===== src/rtl/conv_sched_pkg.sv =====
// conv_sched_pkg
//   Constants shared by the convolution window scheduler: image geometry,
//   data width, tap count, result-memory select codes and FSM state codes.
//   No ports.
package conv_sched_pkg;

    localparam int IMG_W  = 64;
    localparam int ADDR_W = 12;
    localparam int DATA_W = 20;
    localparam int ROW_W  = ADDR_W / 2;
    localparam int N_TAPS = 9;

    // Fetch counter value of the capture-only cycle (no address issued).
    localparam logic [3:0] K_CAPT = 4'(N_TAPS);

    localparam logic [ROW_W-1:0] RC_MAX = ROW_W'(IMG_W - 1);

    localparam logic [1:0] CSEL_NONE = 2'd0;
    localparam logic [1:0] CSEL_F0   = 2'd1;
    localparam logic [1:0] CSEL_F1   = 2'd2;

    localparam logic [1:0] ST_IDLE   = 2'd0;
    localparam logic [1:0] ST_FETCH  = 2'd1;
    localparam logic [1:0] ST_ISSUE  = 2'd2;
    localparam logic [1:0] ST_FINISH = 2'd3;

endpackage


===== src/rtl/conv_sched_if.sv =====
// conv_sched_if
//   Bundles the scheduler's handshake, image-read, datapath and result-write
//   signals.
//   slave  : seen by conv_sched (start/idata/k_ovalid/k_res* in, rest out)
//   master : seen by the environment driving the scheduler
interface conv_sched_if;
    import conv_sched_pkg::*;

    logic                     start;
    logic                     busy;
    logic                     done;
    logic [ADDR_W-1:0]        iaddr;
    logic [DATA_W-1:0]        idata;
    logic                     k_valid;
    logic [N_TAPS*DATA_W-1:0] k_data;
    logic                     k_ovalid;
    logic [DATA_W-1:0]        k_res0;
    logic [DATA_W-1:0]        k_res1;
    logic                     cwr;
    logic [ADDR_W-1:0]        caddr;
    logic [DATA_W-1:0]        cdata;
    logic [1:0]               csel;

    modport slave (
        input  start, idata, k_ovalid, k_res0, k_res1,
        output busy, done, iaddr, k_valid, k_data, cwr, caddr, cdata, csel
    );

    modport master (
        output start, idata, k_ovalid, k_res0, k_res1,
        input  busy, done, iaddr, k_valid, k_data, cwr, caddr, cdata, csel
    );

endinterface


===== src/rtl/conv_win_addr.sv =====
// conv_win_addr
//   Maps a window centre (row, col) and tap index k = (dy+1)*3 + (dx+1)
//   to the row-major pixel address and an in-bounds flag.
//   row_i, col_i : window centre
//   k_i          : tap index 0..8 (anything else reports out of bounds)
//   addr_o       : row*IMG_W + col of the tap, 0 when out of bounds
//   inb_o        : tap lies inside the image
module conv_win_addr
    import conv_sched_pkg::*;
(
    input  logic [ROW_W-1:0]  row_i,
    input  logic [ROW_W-1:0]  col_i,
    input  logic [3:0]        k_i,
    output logic [ADDR_W-1:0] addr_o,
    output logic              inb_o
);

    localparam logic [ROW_W:0] EDGE = (ROW_W+1)'(IMG_W);

    logic [1:0]       dy;
    logic [1:0]       dx;
    logic             k_ok;
    logic [ROW_W:0]   r_p;
    logic [ROW_W:0]   c_p;
    logic [ROW_W-1:0] r_t;
    logic [ROW_W-1:0] c_t;

    // Offsets are held as 0..2 (meaning -1..+1) so all sums stay unsigned;
    // r_p/c_p are therefore the tap coordinate plus one.
    always_comb begin
        dy   = 2'd1;
        dx   = 2'd1;
        k_ok = 1'b1;
        case (k_i)
            4'd0:    begin dy = 2'd0; dx = 2'd0; end
            4'd1:    begin dy = 2'd0; dx = 2'd1; end
            4'd2:    begin dy = 2'd0; dx = 2'd2; end
            4'd3:    begin dy = 2'd1; dx = 2'd0; end
            4'd4:    begin dy = 2'd1; dx = 2'd1; end
            4'd5:    begin dy = 2'd1; dx = 2'd2; end
            4'd6:    begin dy = 2'd2; dx = 2'd0; end
            4'd7:    begin dy = 2'd2; dx = 2'd1; end
            4'd8:    begin dy = 2'd2; dx = 2'd2; end
            default: k_ok = 1'b0;
        endcase
    end

    assign r_p = {1'b0, row_i} + {{(ROW_W-1){1'b0}}, dy};
    assign c_p = {1'b0, col_i} + {{(ROW_W-1){1'b0}}, dx};

    // Modular subtract is exact whenever the tap is in bounds (r_p in 1..IMG_W).
    assign r_t = r_p[ROW_W-1:0] - ROW_W'(1);
    assign c_t = c_p[ROW_W-1:0] - ROW_W'(1);

    assign inb_o = k_ok && (r_p != '0) && (r_p <= EDGE)
                        && (c_p != '0) && (c_p <= EDGE);

    // IMG_W is a power of two, so row*IMG_W + col is a concatenation.
    assign addr_o = inb_o ? {r_t, c_t} : '0;

endmodule


===== src/rtl/conv_sched.sv =====
// conv_sched
//   Walks every pixel of a square image in raster order, fetches its 3x3
//   neighbourhood (zero padded) from a synchronous-read image memory,
//   hands the window to a two-filter datapath and writes the two results
//   back to the filter-0 / filter-1 result memories at the centre address.
//   clk, reset : clock, asynchronous active-high reset
//   bus        : conv_sched_if.slave (start/busy/done, image read port,
//                datapath window/result strobes, result write port)
//
//   state     | meaning
//   ----------+-----------------------------------------------------------
//   ST_IDLE   | waiting for start
//   ST_FETCH  | 9 tap addresses + 1 capture cycle for the current window
//   ST_ISSUE  | k_valid for one cycle, latch centre address, advance
//   ST_FINISH | last window issued, waiting for its second result write
module conv_sched
    import conv_sched_pkg::*;
(
    input  logic        clk,
    input  logic        reset,
    conv_sched_if.slave bus
);

    logic [1:0]                    state_q, state_d;
    logic [3:0]                    fcnt_q, fcnt_d;
    logic [ROW_W-1:0]              row_q, row_d;
    logic [ROW_W-1:0]              col_q, col_d;
    logic                          inb_prev_q, inb_prev_d;
    logic [N_TAPS-1:0][DATA_W-1:0] taps_q, taps_d;
    logic [ADDR_W-1:0]             pend_addr_q, pend_addr_d;
    logic                          outst_q, outst_d;
    logic                          second_q, second_d;
    logic [DATA_W-1:0]             res1_q, res1_d;
    logic                          cwr_q, cwr_d;
    logic [1:0]                    csel_q, csel_d;
    logic [ADDR_W-1:0]             caddr_q, caddr_d;
    logic [DATA_W-1:0]             cdata_q, cdata_d;

    logic [ADDR_W-1:0] tap_addr;
    logic              tap_inb;
    logic              last_win;
    logic              ov_acc;
    logic              done_w;

    conv_win_addr u_win_addr (
        .row_i  (row_q),
        .col_i  (col_q),
        .k_i    (fcnt_q),
        .addr_o (tap_addr),
        .inb_o  (tap_inb)
    );

    assign last_win = (row_q == RC_MAX) && (col_q == RC_MAX);

    // outst_q marks a window whose results are still owed to us; results
    // from work launched before a reset find it clear and are dropped.
    assign ov_acc = bus.k_ovalid && outst_q;

    assign done_w = (state_q == ST_FINISH) && cwr_q && (csel_q == CSEL_F1);

    always_comb begin
        state_d     = state_q;
        fcnt_d      = fcnt_q;
        row_d       = row_q;
        col_d       = col_q;
        inb_prev_d  = inb_prev_q;
        taps_d      = taps_q;
        pend_addr_d = pend_addr_q;
        outst_d     = outst_q;

        case (state_q)
            ST_IDLE: begin
                if (bus.start) begin
                    state_d = ST_FETCH;
                    fcnt_d  = 4'd0;
                    row_d   = '0;
                    col_d   = '0;
                end
            end
            ST_FETCH: begin
                // Read data lags the address by one cycle, so the in-bounds
                // flag travels with it to decide between idata and zero.
                inb_prev_d = tap_inb;
                if (fcnt_q != 4'd0) begin
                    taps_d[fcnt_q - 4'd1] = inb_prev_q ? bus.idata : '0;
                end
                if (fcnt_q == K_CAPT) begin
                    state_d = ST_ISSUE;
                    fcnt_d  = 4'd0;
                end else begin
                    fcnt_d = fcnt_q + 4'd1;
                end
            end
            ST_ISSUE: begin
                pend_addr_d = {row_q, col_q};
                outst_d     = 1'b1;
                if (last_win) begin
                    state_d = ST_FINISH;
                end else begin
                    state_d = ST_FETCH;
                    if (col_q == RC_MAX) begin
                        col_d = '0;
                        row_d = row_q + ROW_W'(1);
                    end else begin
                        col_d = col_q + ROW_W'(1);
                    end
                end
            end
            ST_FINISH: begin
                if (done_w) begin
                    state_d = ST_IDLE;
                end
            end
            default: state_d = ST_IDLE;
        endcase

        if (ov_acc) begin
            outst_d = 1'b0;
        end
    end

    always_comb begin
        cwr_d    = 1'b0;
        csel_d   = CSEL_NONE;
        caddr_d  = '0;
        cdata_d  = '0;
        res1_d   = res1_q;
        second_d = 1'b0;
        if (ov_acc) begin
            cwr_d    = 1'b1;
            csel_d   = CSEL_F0;
            caddr_d  = pend_addr_q;
            cdata_d  = bus.k_res0;
            res1_d   = bus.k_res1;
            second_d = 1'b1;
        end else if (second_q) begin
            cwr_d   = 1'b1;
            csel_d  = CSEL_F1;
            caddr_d = caddr_q;
            cdata_d = res1_q;
        end
    end

    always_ff @(posedge clk or posedge reset) begin
        if (reset) begin
            state_q     <= ST_IDLE;
            fcnt_q      <= '0;
            row_q       <= '0;
            col_q       <= '0;
            inb_prev_q  <= 1'b0;
            taps_q      <= '0;
            pend_addr_q <= '0;
            outst_q     <= 1'b0;
            second_q    <= 1'b0;
            res1_q      <= '0;
            cwr_q       <= 1'b0;
            csel_q      <= CSEL_NONE;
            caddr_q     <= '0;
            cdata_q     <= '0;
        end else begin
            state_q     <= state_d;
            fcnt_q      <= fcnt_d;
            row_q       <= row_d;
            col_q       <= col_d;
            inb_prev_q  <= inb_prev_d;
            taps_q      <= taps_d;
            pend_addr_q <= pend_addr_d;
            outst_q     <= outst_d;
            second_q    <= second_d;
            res1_q      <= res1_d;
            cwr_q       <= cwr_d;
            csel_q      <= csel_d;
            caddr_q     <= caddr_d;
            cdata_q     <= cdata_d;
        end
    end

    assign bus.busy    = (state_q != ST_IDLE);
    assign bus.done    = done_w;
    assign bus.iaddr   = (state_q == ST_FETCH) ? tap_addr : '0;
    assign bus.k_valid = (state_q == ST_ISSUE);
    assign bus.k_data  = taps_q;
    assign bus.cwr     = cwr_q;
    assign bus.csel    = csel_q;
    assign bus.caddr   = caddr_q;
    assign bus.cdata   = cdata_q;

endmodule


===== src/flat_wrapper.sv =====
// flat-port wrapper written by rule: the top's interface ports become plain ports
module conv_sched_flat import conv_sched_pkg::*;
  (clk, reset, bus_start, bus_idata, bus_k_ovalid, bus_k_res0, bus_k_res1, bus_busy, bus_done, bus_iaddr, bus_k_valid, bus_k_data, bus_cwr, bus_caddr, bus_cdata, bus_csel);
  conv_sched_if bus_i ();
  input  logic clk;
  input  logic reset;
  input wire logic [$bits(bus_i.start)-1:0] bus_start;
  input wire logic [$bits(bus_i.idata)-1:0] bus_idata;
  input wire logic [$bits(bus_i.k_ovalid)-1:0] bus_k_ovalid;
  input wire logic [$bits(bus_i.k_res0)-1:0] bus_k_res0;
  input wire logic [$bits(bus_i.k_res1)-1:0] bus_k_res1;
  output wire logic [$bits(bus_i.busy)-1:0] bus_busy;
  output wire logic [$bits(bus_i.done)-1:0] bus_done;
  output wire logic [$bits(bus_i.iaddr)-1:0] bus_iaddr;
  output wire logic [$bits(bus_i.k_valid)-1:0] bus_k_valid;
  output wire logic [$bits(bus_i.k_data)-1:0] bus_k_data;
  output wire logic [$bits(bus_i.cwr)-1:0] bus_cwr;
  output wire logic [$bits(bus_i.caddr)-1:0] bus_caddr;
  output wire logic [$bits(bus_i.cdata)-1:0] bus_cdata;
  output wire logic [$bits(bus_i.csel)-1:0] bus_csel;
  assign bus_i.start = bus_start;
  assign bus_i.idata = bus_idata;
  assign bus_i.k_ovalid = bus_k_ovalid;
  assign bus_i.k_res0 = bus_k_res0;
  assign bus_i.k_res1 = bus_k_res1;
  assign bus_busy = bus_i.busy;
  assign bus_done = bus_i.done;
  assign bus_iaddr = bus_i.iaddr;
  assign bus_k_valid = bus_i.k_valid;
  assign bus_k_data = bus_i.k_data;
  assign bus_cwr = bus_i.cwr;
  assign bus_caddr = bus_i.caddr;
  assign bus_cdata = bus_i.cdata;
  assign bus_csel = bus_i.csel;
  conv_sched u_core (.clk(clk), .reset(reset), .bus(bus_i));
endmodule

===== config.mk =====
export PLATFORM = sky130hd
export DESIGN_NAME = conv_sched_flat
export DESIGN_NICKNAME = d
export VERILOG_FILES = /design/src/rtl/conv_sched_pkg.sv /design/src/rtl/conv_sched_if.sv /design/src/rtl/conv_win_addr.sv /design/src/rtl/conv_sched.sv /design/src/flat_wrapper.sv
export SDC_FILE = /design/constraint.sdc
export NUM_CORES = 1
export LEC_CHECK = 0
export CORE_MARGIN = 2
export CORE_UTILIZATION = 44
export CTS_BUF_LIST = sky130_fd_sc_hd__clkbuf_8 sky130_fd_sc_hd__clkbuf_16
export CTS_CLUSTER_DIAMETER = 30
export DETAILED_ROUTE_END_ITERATION = 16
export PLACE_DENSITY_LB_ADDON = 0.3
export SYNTH_ARGS = -nofsm -noshare
export SYNTH_HDL_FRONTEND = slang
export SYNTH_SLANG_ARGS = --single-unit
export TNS_END_PERCENT = 1

===== constraint.sdc =====
create_clock -name clk -period 9.7 [get_ports clk]
set_clock_uncertainty 0.1 [all_clocks]
set_input_delay 1.94 -clock clk [delete_from_list [all_inputs] [get_ports clk]]
set_output_delay 1.94 -clock clk [all_outputs]
set_load 0.05 [all_outputs]

==> metrics.txt <==
Hold Vio Cnt, Final 0; xor/xnor share of the synthesized area 1.62%; sort of element at the start of the critical path flop; maximum buffer depth of the clock tree 3; maximum net fanout on the critical path 12; overall track demand over capacity in global routing about a quarter; total clock buffers created by CTS 55; compound-gate portion of the synthesized area 11.9%; Yosys warning total 0; adder and majority cell fraction of the synthesized area 1.53%; CTS tree yes; vias after detailed routing 9133; number of endpoints failing setup at the final stage 0; Gate Count Post-Synth 1129; first-pass GRT wire length roughly 49000 um; number of nets produced by synthesis 1205; cell row count 57; worst min path class flop to flop; mean area per synthesized cell 9.59 um^2; final sum of negative setup slack 0 ns; starting density of the core 44.7%; antenna violations before repair 0; remaining antenna violation count 0; area grow syn2layout 46.8%; routability cong. 0.868; drt wl/cell 17.3 um; number of ports placed on the die boundary 294; Fmax roughly 140 MHz; clock slew at the register clock pins of the worst setup and hold paths 0.05 ns; total setup buffers inserted after CTS 0; vias in the first global route 8818; DRT iter0 DRCs 863; crit share post-route 71.6%; number of I/O port buffers 293; netlist area before placement 10800 um^2; core area 24200 um^2; pin count of the biggest net entering global routing 134; largest family of logic cells by synthesized area simple AND/OR/NAND/NOR gates; detailed-routing iteration count for the pre-antenna-repair pass 8; half-perimeter wire length of the detailed placement result approximately 21000 um; Critical Path Sink Type output pin; hold-fix buffer count after cts 0; actual slew at the worst max-slew pin 1.05 ns; DIE AREA 25900 um^2; number of enable flip-flop cells after synthesis 0; sequential share of the synthesized area 61.7%; dominant register cell in the synthesized netlist dfrtp_1; simple-gate portion of the synthesized area 19.5%; Chip Height about 160 um; per-cell via count in the routed design between 5 and 6; Antenna Cells 0; relative slew slack 30.0%; Nets 1497; post-cts sizing count 0; RSZ-0062 raised after global routing no; overall die width 161 um; non-filler cells, final about 1800; multiplexer fraction of the synthesized cell area less than 1%; number of sinks driven by the clock tree 267; # DRC 0; synth unique cells 51; run status finished, final reports clean; latest clock arrival within the worst-skew pair 0.54 ns; maxcap violations 0; critical path arrival a little under 5 ns; fraction of final layout cells with drive strength greater than 1 under 10%; Inst Count DP 1688; startpoint-to-endpoint class of the critical path flop to output pin; Total Routed Length 31000 um; post-layout min period a little under 7 ns; post-synthesis register bit count ~270; clock root buffer clkbuf_16; async set-or-reset flop fraction in the synthesized netlist between 90% and 100%; overflow left after global routing 0; Final Max Tran Viols 0; number of H-tree branching levels 2; WP data required roughly 7.7 ns
==> path summary, 6_finish.rpt <==
path | cells after the start | slack, ns | startpoint | endpoint
max in group asynchronous | 3 | 6.03 | reset | u_core.res1_q[8]
setup reg to reg | 12 | 5.76 | u_core.fcnt_q[1] | u_core.inb_prev_q
min in group asynchronous | 2 | 1.85 | reset | u_core.bus.k_data[73]
hold reg to reg | 2 | 0.36 | u_core.pend_addr_q[4] | u_core.bus.caddr[4]
hold / removal | 2 | 0.36 | u_core.pend_addr_q[4] | u_core.bus.caddr[4]
setup / recovery | 13 | 2.75 | u_core.fcnt_q[1] | bus_iaddr[2]
==> layer usage <==
| layer | vias up | track usage, % | share of wire (%) |
|---|---|---|---|
| met5 | - | 0 | 0 |
| met4 | 0 | 9.42 | 3.7 |
| met3 | 81 | 3.93 | 5.6 |
| met2 | 341 | 39.8 | 49 |
| met1 | 4370 | 31.3 | 42 |
| li1 | 4341 | - | - |
==> final cells by class <==
type | instances | area, um^2
flip-flops and latches | 267 | 6680
inverters | 17 | 71.3
clock inverters | 46 | 517
fillers | 1937 | 8350
well taps | 324 | 405
multi-input cells | 773 | 3770
clock buffers | 58 | 1420
repair buffers | 307 | 3040
==> through the flow <==
| step | instance area, um^2 | hold WS (ns) | setup WS (ns) | util (%) |
|---|---|---|---|---|
| after detailed placement | 14000 | 0.361 | 3.32 | 57.6 |
| after floorplan | 10800 | 0.339 | 0.306 | - |
| after global routing | 15900 | 0.376 | 2.39 | 65.6 |
| after global placement | 14000 | 0.351 | 3.44 | 57.6 |
| after CTS | 15900 | 0.366 | 2.74 | 65.6 |
| final | 15900 | 0.361 | 2.75 | 65.6 |
==> synthesized netlist by cell type (all sizes together), types with 4 or more instances <==
| master | count | share of area (%) |
|---|---|---|
| nor2 | 25 | 0.87 |
| nand3 | 41 | 1.9 |
| ha | 10 | 1.2 |
| buf | 15 | 0.92 |
| clkbuf | 57 | 2.0 |
| nor3 | 15 | 1.1 |
| o21ai | 199 | 9.2 |
| dfrtp | 267 | 62 |
| xnor2 | 11 | 0.89 |
| a21oi | 14 | 0.65 |
| nand4 | 6 | 0.35 |
| nand2b | 7 | 0.40 |
| xor2 | 9 | 0.73 |
| nand2 | 384 | 13 |
| inv | 17 | 0.59 |
| nor2b | 6 | 0.35 |
| a211oi | 4 | 0.28 |
==> logic make-up after synthesis <==
family                     count (synthesis)
adders and majority gates                 12
muxes                                      3
AOI/OAI and AO/OA                        236
xor gates and xnor gates                  20
and+or+nand+nor                          502
buffers and inverters                     89
DFF                                      267
==> placed cells by master, fill, tap and decap left out, drive strengths merged, types with 3 or more instances in the layout <==
cell,n
inv,32
o21ai,199
a2111oi,3
mux2i,3
nand3,41
xnor2,11
nand2,384
nor3b,3
buf,14
a21oi,14
bufinv,6
clkinvlp,8
nor2b,6
a21o,3
clkbuf,58
dfrtp,267
nand4,6
nor3,15
clkdlybuf4s50,293
ha,10
nand2b,7
xor2,9
clkinv,17
nor2,25
and3,3
nor4,3
a211oi,4
==> flip-flops by register name (all words and copies together), names as in the netlist <==
signal	count
u_core.res1_q	20
u_core.inb_prev_q	1
u_core.outst_q	1
u_core.pend_addr_q	12
u_core.state_q	2
u_core.bus.caddr	12
u_core.bus.csel	2
u_core.bus.cdata	20
u_core.bus.cwr	1
u_core.row_q	6
u_core.bus.k_data	180
u_core.fcnt_q	4
u_core.col_q	6
==> critical path: stages, from the launching register on <==
cell and delay (ns):
dfrtp_1 0.55, inv_1 0.16, nor2_1 0.17, a21oi_1 0.06, nor2_1 0.10, a21oi_1 0.06, ha_1 0.25, fa_1 0.56
or4_4 0.47, o21ai_2 0.10, o211ai_1 0.13, xor2_1 0.86, nor2_1 0.16, clkdlybuf4s50_1 0.76
Power is left out: the tool's default activity adds up to more than one toggle a clock period on the data nets, which glitch-free logic cannot reach.
